==> config.mk <==
export PLATFORM = sky130hd
export DESIGN_NAME = io_bus_copier_flat
export DESIGN_NICKNAME = d
export VERILOG_FILES = /design/src/rtl/io_bus_copier_if.sv /design/src/rtl/io_bus_copier.sv /design/src/flat_wrapper.sv
export SDC_FILE = /design/constraint.sdc
export NUM_CORES = 1
export LEC_CHECK = 0
export ABC_AREA = 1
export CORE_ASPECT_RATIO = 1.25
export CORE_MARGIN = 2
export CORE_UTILIZATION = 30
export CTS_CLUSTER_DIAMETER = 80
export DETAILED_ROUTE_END_ITERATION = 16
export GPL_TIMING_DRIVEN = 1
export MAX_ROUTING_LAYER = met4
export PLACE_DENSITY = 0.65
export SLEW_MARGIN = 20
export SYNTH_ARGS = -nofsm -noshare
export SYNTH_HDL_FRONTEND = slang
export SYNTH_SLANG_ARGS = --single-unit
export TNS_END_PERCENT = 50
==> constraint.sdc <==
create_clock -name iCLK -period 2.6 [get_ports iCLK]
set_input_delay 0.78 -clock iCLK [delete_from_list [all_inputs] [get_ports iCLK]]
set_output_delay 0.78 -clock iCLK [all_outputs]
set_load 0.01 [all_outputs]
==> src/rtl/io_bus_copier_if.sv <==
// io_bus_copier_if: IO-bus strobes, address and data between the copier (initiator) and peripherals.
interface io_bus_copier_if;
  logic        wReadEnable;
  logic        wWriteEnable;
  logic [3:0]  wByteEnable;
  logic [31:0] wAddress;
  logic [31:0] wWriteData;
  logic [31:0] wReadData;
  modport master (output wReadEnable, wWriteEnable, wByteEnable, wAddress, wWriteData, input wReadData);
  modport slave  (input wReadEnable, wWriteEnable, wByteEnable, wAddress, wWriteData, output wReadData);
endinterface

==> src/rtl/io_bus_copier.sv <==
// io_bus_copier: word copier issuing one IO-bus read then one write per word, with abort and fixed/incrementing addresses.
module io_bus_copier #(
  parameter int LEN_W       = 16,
  parameter int WORD_STRIDE = 4
) (
  input  logic             iCLK,
  input  logic             iRST_n,
  input  logic             iStart,
  input  logic             iAbort,
  input  logic [31:0]      iSrcAddr,
  input  logic [31:0]      iDstAddr,
  input  logic [LEN_W-1:0] iLen,
  input  logic             iSrcInc,
  input  logic             iDstInc,
  output logic             oBusy,
  output logic             oDone,
  output logic [LEN_W-1:0] oCount,
  io_bus_copier_if.master  bus
);
  typedef enum logic [1:0] {IDLE, READ, WRITE, DONE} state_t;
  localparam logic [31:0] stride = 32'(WORD_STRIDE);
  state_t state_q, state_d;
  logic [31:0] src_q, src_d, dst_q, dst_d, data_q, data_d;
  logic [LEN_W-1:0] len_q, len_d, cnt_q, cnt_d, cnt_inc;
  logic src_inc_q, src_inc_d, dst_inc_q, dst_inc_d;
  assign cnt_inc = cnt_q + LEN_W'(1);
  always_ff @(posedge iCLK or negedge iRST_n)
    if (!iRST_n) state_q <= IDLE;
    else         state_q <= state_d;
  always_comb begin
    state_d = IDLE;
    unique case (state_q)
      IDLE:    state_d = !iStart ? IDLE : (iLen == '0) ? DONE : READ;
      READ:    state_d = iAbort ? DONE : WRITE;
      WRITE:   state_d = (iAbort || cnt_inc == len_q) ? DONE : READ;
      default: state_d = IDLE;
    endcase
  end
  always_ff @(posedge iCLK or negedge iRST_n)
    if (!iRST_n) begin
      src_q     <= '0;
      dst_q     <= '0;
      data_q    <= '0;
      len_q     <= '0;
      cnt_q     <= '0;
      src_inc_q <= 1'b0;
      dst_inc_q <= 1'b0;
    end else begin
      src_q     <= src_d;
      dst_q     <= dst_d;
      data_q    <= data_d;
      len_q     <= len_d;
      cnt_q     <= cnt_d;
      src_inc_q <= src_inc_d;
      dst_inc_q <= dst_inc_d;
    end
  always_comb begin
    src_d     = src_q;
    dst_d     = dst_q;
    data_d    = data_q;
    len_d     = len_q;
    cnt_d     = cnt_q;
    src_inc_d = src_inc_q;
    dst_inc_d = dst_inc_q;
    if (state_q == IDLE && iStart) begin
      src_d     = iSrcAddr;
      dst_d     = iDstAddr;
      len_d     = iLen;
      src_inc_d = iSrcInc;
      dst_inc_d = iDstInc;
      cnt_d     = '0;
    end
    if (state_q == READ) data_d = bus.wReadData;
    // a write always completes, so abort in WRITE still counts and advances
    if (state_q == WRITE) begin
      cnt_d = cnt_inc;
      src_d = src_q + (src_inc_q ? stride : 32'd0);
      dst_d = dst_q + (dst_inc_q ? stride : 32'd0);
    end
  end
  always_comb begin
    bus.wReadEnable  = state_q == READ;
    bus.wWriteEnable = state_q == WRITE;
    bus.wByteEnable  = (state_q == READ || state_q == WRITE) ? 4'b1111 : 4'b0000;
    bus.wAddress     = (state_q == READ) ? src_q : (state_q == WRITE) ? dst_q : 32'd0;
    bus.wWriteData   = (state_q == WRITE) ? data_q : 32'd0;
    oBusy            = state_q == READ || state_q == WRITE;
    oDone            = state_q == DONE;
    oCount           = cnt_q;
  end
endmodule
==> src/flat_wrapper.sv <==
// flat-port wrapper written by rule: the top's interface ports become plain ports
module io_bus_copier_flat 
#(
  parameter int LEN_W       = 16,
  parameter int WORD_STRIDE = 4
)
  (iCLK, iRST_n, iStart, iAbort, iSrcAddr, iDstAddr, iLen, iSrcInc, iDstInc, oBusy, oDone, oCount, bus_wReadEnable, bus_wWriteEnable, bus_wByteEnable, bus_wAddress, bus_wWriteData, bus_wReadData);
  io_bus_copier_if bus_i ();
  input  logic iCLK;
  input  logic iRST_n;
  input  logic iStart;
  input  logic iAbort;
  input  logic [31:0] iSrcAddr;
  input  logic [31:0] iDstAddr;
  input  logic [LEN_W-1:0] iLen;
  input  logic iSrcInc;
  input  logic iDstInc;
  output logic oBusy;
  output logic oDone;
  output logic [LEN_W-1:0] oCount;
  output wire logic [$bits(bus_i.wReadEnable)-1:0] bus_wReadEnable;
  output wire logic [$bits(bus_i.wWriteEnable)-1:0] bus_wWriteEnable;
  output wire logic [$bits(bus_i.wByteEnable)-1:0] bus_wByteEnable;
  output wire logic [$bits(bus_i.wAddress)-1:0] bus_wAddress;
  output wire logic [$bits(bus_i.wWriteData)-1:0] bus_wWriteData;
  input wire logic [$bits(bus_i.wReadData)-1:0] bus_wReadData;
  assign bus_wReadEnable = bus_i.wReadEnable;
  assign bus_wWriteEnable = bus_i.wWriteEnable;
  assign bus_wByteEnable = bus_i.wByteEnable;
  assign bus_wAddress = bus_i.wAddress;
  assign bus_wWriteData = bus_i.wWriteData;
  assign bus_i.wReadData = bus_wReadData;
  io_bus_copier #(.LEN_W(LEN_W), .WORD_STRIDE(WORD_STRIDE)) u_core (.iCLK(iCLK), .iRST_n(iRST_n), .iStart(iStart), .iAbort(iAbort), .iSrcAddr(iSrcAddr), .iDstAddr(iDstAddr), .iLen(iLen), .iSrcInc(iSrcInc), .iDstInc(iDstInc), .oBusy(oBusy), .oDone(oDone), .oCount(oCount), .bus(bus_i));
endmodule
==> reports/metrics.cfg, run 1 <==
[critical_path]
slowest_delay_ns=0.37
r2r_cells=15
crit_type=register to primary output
path_buf_inv=5
cp.required_ns=1.82
crit_cells=7
slowest_stage=dfrtp_1
r2r_start=u_core.dst_q[2]
crit_arrival_ns=1.76
r2r_setup_slack_ns=0.25
cp_max_fo=9
crit_end=bus_wWriteData[14]
cpLargestDelayFamily=buffers and inverters
cp-start-kind=register
critPathCaptureType=primary output
cp_cell_sequence=buf_4 > ha_4 > buf_12 > clkbuf_16 > nand2_1 > inv_1 > dlygate4sd2_1
r2r-end=u_core.dst_q[30]
crit_start=u_core.state_q[1]

[global_routing]
grtUsageTotal_pct=19.03
grt_pass1_vias=7986
antenna_found_initial=3
grt_start_max_net_pins=75
grt_pass1_wl_mm=40.43
grt-ovfl-total=0

[floorplan]
die_h_um=186.2
design.die.area_um2=27890
rows=66
start_util_pct=30.54
io_pins=206
die_w_um=149.8
core_um2=26100

[cts]
clk_latency_ns=0.42
h-tree-depth=4
root_buffer=clkbuf_16
clk_pin_slew_worst_paths_ns=0.06
cts_tree=built
clk_path_buf_depth=2
cts_made_buffers=17
clkSinkCount=132
hold_buffers=0

[logic_synthesis]
yosys.area_share.adder_pct=1.413
synth-simple-area-share_pct=32.28
ys_types=40
synthTopCellsByArea=dfrtp_1 41%, nand2_1 19%, inv_1 6.6%, nand3_1 3.6%, o211ai_1 3.2%
synth_top_family_by_area=simple AND/OR/NAND/NOR gates
synth_top_area_cell=dfrtp_1
synth_compound_area_share_pct=11.84
yosysWarnings=0
synth_area_um2=7969
synth-xor-area-share_pct=3.643
synth_seq_cells=132
synthMuxAreaShare_pct=0
synth_cells=1099
synth_nets=1226
syn_avg_cell_area_um2=7.251
yosysTopAreaCellShare_pct=41.45
ys_seq_area_share_pct=41.45

[route]
drt_pre_antenna_iters=5
via_count=7956
drtIter0Drc=399
wirelength_mm=25.96
drc=0
viasPerCell=4.781
ant_nets=0
wire_per_inst_um=15.60

[timing]
final_max_slew_viol_count=0
finalCritPeriodShare_pct=97.86
setup_ws_ns=0.05568
tns_ns=0
maxSlewHeadroom_pct=52.73
finalSetupViolations=0
skew_ns=0.009771
worst_slew_pin_slew_ns=0.7090
hold_violations=0
fmax_ghz=0.3930
hold_ws_ns=0.3583
min_period_ns=2.544

[pwr]
power.density_nw_per_um2=1063
p_total_mw=11.97
vdd_drop_max_uv=631.3
p_leak_nw=5.433

[placed_design]
finalWeightedCongestion=0.8920
place_area_um2=10600
port_buffers=205
dpl_worst_slack_ns=0.04283
dp_hpwl_mm=18.43

[run]
drv_cap=0

[finish]
fin_nets=1435
stdcell_area_um2=11260
synthToLayoutAreaGrowth_pct=41.31
layout-drive-gt1-share_pct=12.34

[status]
status=finished clean

[hold_path]
hp-class=primary input to asynchronous set/reset pin

-- worst register-to-register path, cell delays in order (launching register included) --
cell and delay, ns:
dfrtp_1 0.37, ha_1 0.29, ha_1 0.23, nand2_2 0.07, nor2_4 0.12, nand3_2 0.12
nor2_4 0.15, nand2_2 0.08, inv_2 0.07, nand2_2 0.09, nor3_4 0.23, nand2_2 0.11
nor2_1 0.10, nand2_1 0.05, nand3_1 0.08, nand3_1 0.07
-- cells in the final DEF (no fill, tap or decap), types with 7 or more instances in the layout --
master	instances
dlygate4sd2_1	20
nand3_1	58
nand2_2	15
clkdlybuf4s50_1	133
buf_2	24
nor2_1	44
o21ai_0	49
a21oi_1	10
nor3_1	10
buf_4	15
o211ai_1	34
nor2_2	7
dfrtp_1	132
o22ai_1	24
inv_1	140
clkbuf_16	19
o22ai_2	12
nor2_4	12
nand3_2	7
clkdlybuf4s15_1	16
nand2_1	397
buf_12	11
inv_2	7
nand4_1	15
o21ai_1	7
xor2_1	27
-- cell families after synthesis --
logic type	Yosys count
flip-flops	132
buffers and inverters	194
adder cells (fa/ha/maj)	9
AND/OR/NAND/NOR	581
AO/OA/AOI/OAI	153
XOR/XNOR	30
-- worst min path at each step --
stage	end	slack, ns	cells after the start
6_report	u_core.data_q[15]	0.36	2
5_1_grt	u_core.data_q[15]	0.37	2
4_1_cts	u_core.data_q[29]	0.36	2
3_3_place_gp	u_core.data_q[4]	0.45	2
3_5_place_dp	u_core.data_q[9]	0.46	2
2_1_floorplan	u_core.data_q[0]	0.44	2
-- synth_stat cells (all sizes together) --
master    n
o221ai    5
nand3b    6
a31oi     5
nor3     11
or2       1
a22o      1
nand4    16
buf      11
dfrtp   132
a41oi     1
o311ai    1
o21ai    57
nor4      6
nand2   413
ha        9
xnor3     2
a221o     1
o211ai   34
nor2     63
a21oi    11
clkbuf   35
xnor2     1
nand3    65
inv     148
o22ai    36
o31ai     1
xor2     27
-- final cells by class --
| cell class | instances | area (um2) |
|---|---|---|
| diodes | 3 | 7.507 |
| clock buffers | 18 | 429.2 |
| clock inverters | 14 | 178.9 |
| fillers | 2662 | 14830 |
| inverters | 148 | 560.5 |
| multi-input cells | 773 | 4038 |
| flip-flops and latches | 132 | 3303 |
| well taps | 340 | 425.4 |
| repair buffers | 236 | 2318 |
-- flip-flops by register name, indices dropped and copies added, names as in the netlist --
name,count
u_core.dst_q,32
u_core.len_q,16
u_core.dst_inc_q,1
u_core.data_q,32
u_core.oCount,16
u_core.src_q,32
u_core.src_inc_q,1
u_core.state_q,2
-- metrics by stage --
stage	instances	util [%]
final	1664	43.15
after global routing	1664	43.15
after CTS	1658	42.62
after detailed placement	1624	40.62
after global placement	1624	40.62
after floorplan	1099	-
-- layer usage --
| metal | global-route usage (%) | share of wire [%] |
|---|---|---|
| met3 | 3.024 | 5.2 |
| met4 | 5.811 | 1.7 |
| met5 | - | 0 |
| met2 | 33.78 | 51 |
| met1 | 22.13 | 42 |
-- where the power goes --
| group | internal, mW | leakage [nW] | switching (mW) | total [mW] |
|---|---|---|---|---|
| combinational | 2.37 | 3.48 | 3.40 | 5.77 |
| sequential | 2.96 | 1.66 | 0.731 | 3.69 |
| clock | 1.52 | 0.293 | 0.987 | 2.51 |
| total | 6.86 | 5.43 | 5.11 | 12.0 |
-- repair_timing --
item,CTS,global route
pin swaps,0,1
setup buffers,2,1
setup endpoints to repair,71,47
hold endpoints to repair,0,0
gates cloned,0,2
resized for setup,140,58
(Power assumes the default switching activity.)
==> run 2: changes to the inputs <==
--- a/config.mk
+++ b/config.mk
@@ -6,14 +6,16 @@
 export NUM_CORES = 1
 export LEC_CHECK = 0
 export ABC_AREA = 1
+export CELL_PAD_IN_SITES_DETAIL_PLACEMENT = 1
+export CELL_PAD_IN_SITES_GLOBAL_PLACEMENT = 1
 export CORE_ASPECT_RATIO = 1.25
 export CORE_MARGIN = 2
-export CORE_UTILIZATION = 30
+export CORE_UTILIZATION = 35
 export CTS_CLUSTER_DIAMETER = 80
 export DETAILED_ROUTE_END_ITERATION = 16
 export GPL_TIMING_DRIVEN = 1
 export MAX_ROUTING_LAYER = met4
-export PLACE_DENSITY = 0.65
+export PLACE_DENSITY = 0.92
 export SLEW_MARGIN = 20
 export SYNTH_ARGS = -nofsm -noshare
 export SYNTH_HDL_FRONTEND = slang
==> reports/metrics.cfg, run 2 (synthesis gave the netlist of run 1 again) <==
[pwr]
switching_share_pct=43.94  ; +1.2 points
power_frac_comb_pct=48.1  ; about the same
p_total_mw=12.39  ; +3.5%
p_sw_mw=5.443  ; +6.4%
clock_power_share_pct=21.3  ; +0.3 points
power.density_nw_per_um2=1110  ; +4.5%
pwr-share-seq_pct=30.6  ; -0.3 points
p_int_mw=6.945  ; +1.3%
p_leak_nw=5.368  ; -1.2%
vdd_drop_max_uv=519.5  ; -18%

[global_routing]
grt_pass1_vias=9162  ; +15%
grt-ovfl-total=0  ; unchanged
grtUsageTotal_pct=25.51  ; +6.5 points
antenna_found_initial=4  ; +1
grt_start_max_net_pins=69  ; -8.0%
grt_pass1_wl_mm=47.84  ; +18%

[critical_path]
cp_cell_sequence=ha_4 > inv_4 > nand2_4 > clkbuf_16 > o22ai_2 > clkdlybuf4s15_2
cp-start-kind=register
crit_type=register to primary output
slowest_stage=dfrtp_2
cp_max_fo=14  ; +5
crit_arrival_ns=1.86  ; +0.10 ns
cp.required_ns=1.82  ; about the same
slowest_delay_ns=0.44  ; +0.07 ns
critPathCaptureType=primary output

[route]
drtIter0Drc=431  ; +8.0%
wire_per_inst_um=18.92  ; +21%
ant_nets=0  ; unchanged
drt_pre_antenna_iters=4  ; -1
via_count=8395  ; +5.5%
wirelength_mm=30.39  ; +17%
drc=0  ; unchanged
viasPerCell=5.227  ; +9.3%

[hold_path]
hp-class=primary input to asynchronous set/reset pin

[placed_design]
dp_hpwl_mm=21.19  ; +15%
dp_cells=1567  ; -3.5%
dpl_worst_slack_ns=-0.02276  ; -0.06559 ns
finalWeightedCongestion=0.8675  ; -2.7%
port_buffers=205  ; unchanged

[timing]
rsz0062_at_grt=yes
fmax_ghz=0.3790  ; -3.6%
maxSlewHeadroom_pct=66.66  ; +14 points
setup_ws_ns=-0.03872  ; -0.09440 ns
skew_ns=0.01149  ; +0.001718 ns
finalSetupViolations=4  ; +4
min_period_ns=2.639  ; +0.09440 ns
hold_violations=0  ; unchanged
final_max_slew_viol_count=0  ; unchanged
worst_slew_pin_slew_ns=0.5001  ; -0.2089 ns
finalCritPeriodShare_pct=101.5  ; +3.6 points

[cts]
clk_latency_ns=0.43  ; about the same
clkSinkCount=132  ; unchanged
cts_tree=built
hold_buffers=0  ; unchanged
clk_path_buf_depth=2  ; unchanged
h-tree-depth=4  ; unchanged
root_buffer=clkbuf_16
cts_made_buffers=17  ; unchanged
clk_pin_slew_worst_paths_ns=0.06  ; about the same

[finish]
layout-drive-gt1-share_pct=15.09  ; +2.7 points
reg.largest.list=u_core.data_q x32, u_core.dst_q x32, u_core.src_q x32
fin_nets=1434  ; -0.070%
final_cells=1606  ; -3.5%
n_fill_cell=2785  ; +4.6%
final_core_util_pct=50.06  ; +6.9 points
synthToLayoutAreaGrowth_pct=39.99
final_common_cell=nand2_1
seq_area_um2=3304  ; about the same
multi_input_area_um2=4089  ; +1.3%
mostFrequentLayoutCells=397 x nand2_1, 139 x inv_1, 132 x clkdlybuf4s50_1

[status]
violations=negative setup slack
status=complete, but fails checks

[floorplan]
rows=61  ; -7.6%
die_w_um=139.0  ; -7.2%
core_um2=22290  ; -15%
design.die.area_um2=24000  ; -14%
die_h_um=172.7  ; -7.3%
start_util_pct=35.76  ; +5.2 points
io_pins=206  ; unchanged

[run]
drv_cap=0  ; unchanged

run 2: final timing paths:
check / start / end / slack [ns] / depth (start not counted)
setup reg to reg: u_core.src_inc_q / u_core.src_q[26] / 0.13 / 14
min in group iCLK: u_core.data_q[25] / u_core.data_q[25] / 0.47 / 2
max in group asynchronous: iRST_n / u_core.state_q[0] / 1.67 / 2
setup / recovery: u_core.state_q[0] / bus_wAddress[27] / -0.04 / 6
hold reg to reg: u_core.data_q[25] / u_core.data_q[25] / 0.47 / 2
hold / removal: iRST_n / u_core.src_q[25] / 0.25 / 1
run 2: final cells by class:
class	count	area share, %
Multi-Input combinational cell	773	36.65
Sequential cell	132	29.62
Timing Repair Buffer	235	19.81
Inverter	148	5.002
Clock buffer	19	4.060
Tap cell	283	3.174
Clock inverter	12	1.593
Antenna cell	4	0.08973
run 2: timing repair:
action                                  4_1_cts  5_1_grt
buffers inserted                              1        0
gates resized for setup                     145       96
endpoints found under the setup margin       71      109
pin swaps                                     0        1
cloned                                        0        3
run 2: metal layers:
metal  global-route usage, %  vias up  wire length (um)
li1                        -     3940                 -
met1                   28.18     4131             11800
met2                   45.26      245             16150
met3                   3.572       79              1152
met4                   11.99        0              1289
met5                       -        -                 0
run 2: worst max-delay path: cells and delay by family, from the launching register on:
kind | cells | cell delay, ns
AOI/OAI and AO/OA | 1 | 0.15
adders and majority gates | 1 | 0.19
DFF | 1 | 0.44
buffers and inverters | 3 | 0.55
and+or+nand+nor | 1 | 0.10
run 2: per-stage QoR:
step	instance area (um2)	hold slack, ns	setup TNS, ns
floorplan	7969	0.4422	0
global placement	10490	0.4538	0
detailed placement	10490	0.4623	-0.03918
CTS	11170	0.2591	-0.1812
global route	11160	0.2663	-0.4166
finish	11160	0.2519	-0.1072
run 2: power by group through the flow:
stage | registers (mW) | clock network, mW | logic, mW
after floorplan | 3.53 | 0 | 3.41
after global placement | 3.70 | 0 | 5.61
after detailed placement | 3.76 | 0 | 5.87
after CTS | 3.76 | 2.66 | 5.82
after global routing | 3.90 | 2.75 | 6.58
final | 3.80 | 2.63 | 5.96
==> run 3: changes to the inputs <==
--- a/config.mk
+++ b/config.mk
@@ -5,17 +5,19 @@
 export SDC_FILE = /design/constraint.sdc
 export NUM_CORES = 1
 export LEC_CHECK = 0
-export ABC_AREA = 1
+export ABC_AREA = 0
+export ABC_CLOCK_PERIOD_IN_PS = 2600
 export CELL_PAD_IN_SITES_DETAIL_PLACEMENT = 1
 export CELL_PAD_IN_SITES_GLOBAL_PLACEMENT = 1
 export CORE_ASPECT_RATIO = 1.25
 export CORE_MARGIN = 2
-export CORE_UTILIZATION = 35
+export CORE_UTILIZATION = 38
 export CTS_CLUSTER_DIAMETER = 80
 export DETAILED_ROUTE_END_ITERATION = 16
 export GPL_TIMING_DRIVEN = 1
 export MAX_ROUTING_LAYER = met4
-export PLACE_DENSITY = 0.92
+export PLACE_DENSITY = 0.93
+export RECOVER_POWER = 100
 export SLEW_MARGIN = 20
 export SYNTH_ARGS = -nofsm -noshare
 export SYNTH_HDL_FRONTEND = slang
==> reports/metrics.cfg, run 3 <==
[timing]
tns_ns=-1.108  ; -1.001 ns
fmax_ghz=0.3673  ; -3.1%
min_period_ns=2.723  ; +0.08397 ns
setup_ws_ns=-0.1227  ; -0.08397 ns
maxSlewHeadroom_pct=18.84  ; -48 points
final_max_slew_viol_count=0  ; unchanged
finalSetupViolations=25  ; +21
rsz0062_at_grt=yes
finalCritPeriodShare_pct=104.7  ; +3.2 points
skew_ns=0.01096  ; -0.0005325 ns
hold_violations=0  ; unchanged
worst_slew_pin_slew_ns=1.217  ; +0.7173 ns

[global_routing]
grt_pass1_vias=8045  ; -12%
grtUsageTotal_pct=26.24  ; +0.73 points
grt-ovfl-total=0  ; unchanged
grt_pass1_wl_mm=44.45  ; -7.1%
antenna_found_initial=4  ; unchanged
grt_start_max_net_pins=87  ; +26%

[placed_design]
dp_hpwl_mm=18.81  ; -11%
port_buffers=205  ; unchanged
finalWeightedCongestion=0.8720  ; +0.52%
dp_cells=1253  ; -20%
place_area_um2=10370  ; -1.2%

[route]
drtIter0Drc=440  ; +2.1%
viasPerCell=5.724  ; +9.5%
wire_per_inst_um=21.92  ; +16%
drc=0  ; unchanged
ant_nets=0  ; unchanged
wirelength_mm=28.59  ; -5.9%
via_count=7464  ; -11%
drt_pre_antenna_iters=7  ; +3

[critical_path]
crit_start=u_core.state_q[1]
r2r_cells=11  ; -3
path_buf_inv=5  ; +2
critPathCaptureType=primary output
cp.required_ns=1.82  ; about the same
crit_end=bus_wAddress[3]
slowest_delay_ns=0.39  ; -0.05 ns
cpLargestDelayFamily=buffers and inverters
crit_cells=8  ; +2
cpMostUsedCell=buf_12
cp-start-kind=register
crit_type=register to primary output
r2r_start=u_core.state_q[0]
cp_cell_sequence=buf_6 > ha_4 > nor2b_4 > buf_12 > buf_16 > buf_12 > a22o_1 > buf_2
crit_arrival_ns=1.94  ; +0.08 ns
r2r_setup_slack_ns=0.15  ; +0.02 ns
r2r-end=u_core.state_q[1]
slowest_stage=dfrtp_1
cp_max_fo=8  ; -6

[cts]
clk_pin_slew_worst_paths_ns=0.06  ; about the same
cts_tree=built
clkSinkCount=132  ; unchanged
clk_path_buf_depth=2  ; unchanged
clk_latency_ns=0.43  ; about the same
cts_made_buffers=17  ; unchanged
root_buffer=clkbuf_16
h-tree-depth=4  ; unchanged

[logic_synthesis]
synth_cells=815  ; -26%
synth_seq_cells=132  ; unchanged
ys_seq_area_share_pct=41.19  ; -0.27 points
synthTopCellsByArea=dfrtp_1 41%, mux2_2 7.7%, xnor2_1 6.3%, and3_1 4.0%, a211oi_1 3.8%
yosysMostFrequentCell=dfrtp_1
syn_avg_cell_area_um2=9.841  ; +36%
synth_ff_type=dfrtp_1
yosysTopAreaCellShare_pct=41.19  ; -0.27 points
yosysWarnings=0  ; unchanged
synth_top_area_cell=dfrtp_1
synth_edf_count=0  ; unchanged
synth_commonest_cells=132 x dfrtp_1, 69 x nand2_1, 58 x xnor2_1, 55 x mux2_2, 51 x and3_1
synth_area_um2=8020  ; +0.64%
synth_nets=942  ; -23%
ys_types=53  ; +33%
synthArstFlopShare_pct=100.0  ; unchanged

[pwr]
vdd_drop_max_uv=625.1  ; +20%
p_leak_nw=4.682  ; -13%
power.density_nw_per_um2=1189  ; +7.1%
p_total_mw=13.10  ; +5.7%

[status]
status=complete, but fails checks
violations=negative setup slack

[finish]
layout-drive-gt1-share_pct=21.54  ; +6.5 points
reg.largest.list=u_core.data_q x32, u_core.dst_q x32, u_core.src_q x32
mostFrequentLayoutCells=137 x clkdlybuf4s50_1, 132 x dfrtp_1, 68 x nand2_1
stdcell_area_um2=11010  ; -1.3%
final_cells=1304  ; -19%
n_fill_cell=2288  ; -18%
synthToLayoutAreaGrowth_pct=37.27
fin_nets=1140  ; -21%
seq_area_um2=3303  ; about the same
final_common_cell=clkdlybuf4s50_1
multi_input_area_um2=4365  ; +6.8%

[floorplan]
rows=59  ; -3.3%
die_w_um=133.9  ; -3.6%
design.die.area_um2=22290  ; -7.1%
io_pins=206  ; unchanged
die_h_um=166.4  ; -3.6%
core_um2=20740  ; -6.9%
start_util_pct=38.66  ; +2.9 points

[hold_path]
hp-class=primary input to asynchronous set/reset pin

[run]
drv_cap=0  ; unchanged

run 3: cell count changes after synthesis, sizes merged, moves of 35 or more:
cell / before / now
xnor2: 1 / 58
nor2: 63 / 21
and3: 0 / 52
nand3: 65 / 30
a211oi: 0 / 41
o22ai: 36 / 0
inv: 148 / 11
nand2: 413 / 69
mux2: 0 / 55
run 3: how the worst min path moves through the flow:
stage,from,to,cells after the start
2_1_floorplan,u_core.data_q[21],u_core.data_q[21],1
3_3_place_gp,u_core.data_q[26],u_core.data_q[26],1
3_5_place_dp,u_core.data_q[2],u_core.data_q[2],1
4_1_cts,iRST_n,u_core.data_q[19],1
5_1_grt,u_core.data_q[31],u_core.data_q[31],1
6_report,iRST_n,u_core.data_q[19],1
run 3: cells by family (layout without fill, tap and decap cells):
group | count (synthesis) | in the layout | synth area share [%]
flip-flops | 132 | 132 | 41.19
adder cells (fa/ha/maj) | 9 | 9 | 1.404
AND/OR/NAND/NOR | 263 | 263 | 18.50
XOR/XNOR | 85 | 85 | 9.282
buffers and inverters | 83 | 294 | 5.054
multiplexers | 81 | 81 | 10.97
other | 0 | 4 | 0
AO/OA/AOI/OAI | 162 | 162 | 13.60
run 3: report_power, final:
part	leakage (nW)	internal [mW]	switching [mW]
registers	1.59	3.03	1.28
logic	2.77	3.04	2.98
clock network	0.321	1.74	1.02
run 3: repair_timing:
item                       4_1_cts  5_1_grt
gates resized for setup        177       67
setup buffers                    8        4
pin swaps                        2        4
hold buffers                     0        0
setup endpoints to repair       71       38
gates cloned                     4        0
run 3: cell type report:
class,count,area share (%)
inverter,11,0.3750
clock buffer,18,3.989
timing repair buffer,251,20.74
multi-input combinational,600,39.65
sequential,132,30.00
clock inverter,14,2.034
tap,274,3.114
antenna,4,0.09092
run 3: worst reg2reg max path, stage by stage (launching register included):
cell and delay (ns):
dfrtp_1 0.39, inv_2 0.09, ha_4 0.15, buf_4 0.12
buf_12 0.16, buf_4 0.27, nand2b_1 0.14, a2111oi_4 0.20
o21ai_1 0.10, nand4b_1 0.22, nor4_2 0.30, a41o_1 0.23
run 3: stage by stage:
| stage | utilization (%) | worst slack (ns) | hold slack [ns] |
|---|---|---|---|
| 6_report | 53.07 | -0.1227 | 0.4749 |
| 5_1_grt | 53.07 | -0.1889 | 0.5165 |
| 2_1_floorplan | - | 0.02435 | 0.4728 |
| 4_1_cts | 53.56 | -0.1655 | 0.2151 |
| 3_3_place_gp | 49.98 | 0.08714 | 0.4821 |
| 3_5_place_dp | 49.98 | 0.03154 | 0.4922 |
run 3: routing by layer:
| metal | GRT usage [%] | part of all wire [%] |
|---|---|---|
| met1 | 27.99 | 37 |
| met2 | 46.44 | 54 |
| met3 | 4.810 | 5.3 |
| met4 | 12.72 | 4.1 |
| met5 | - | 0 |
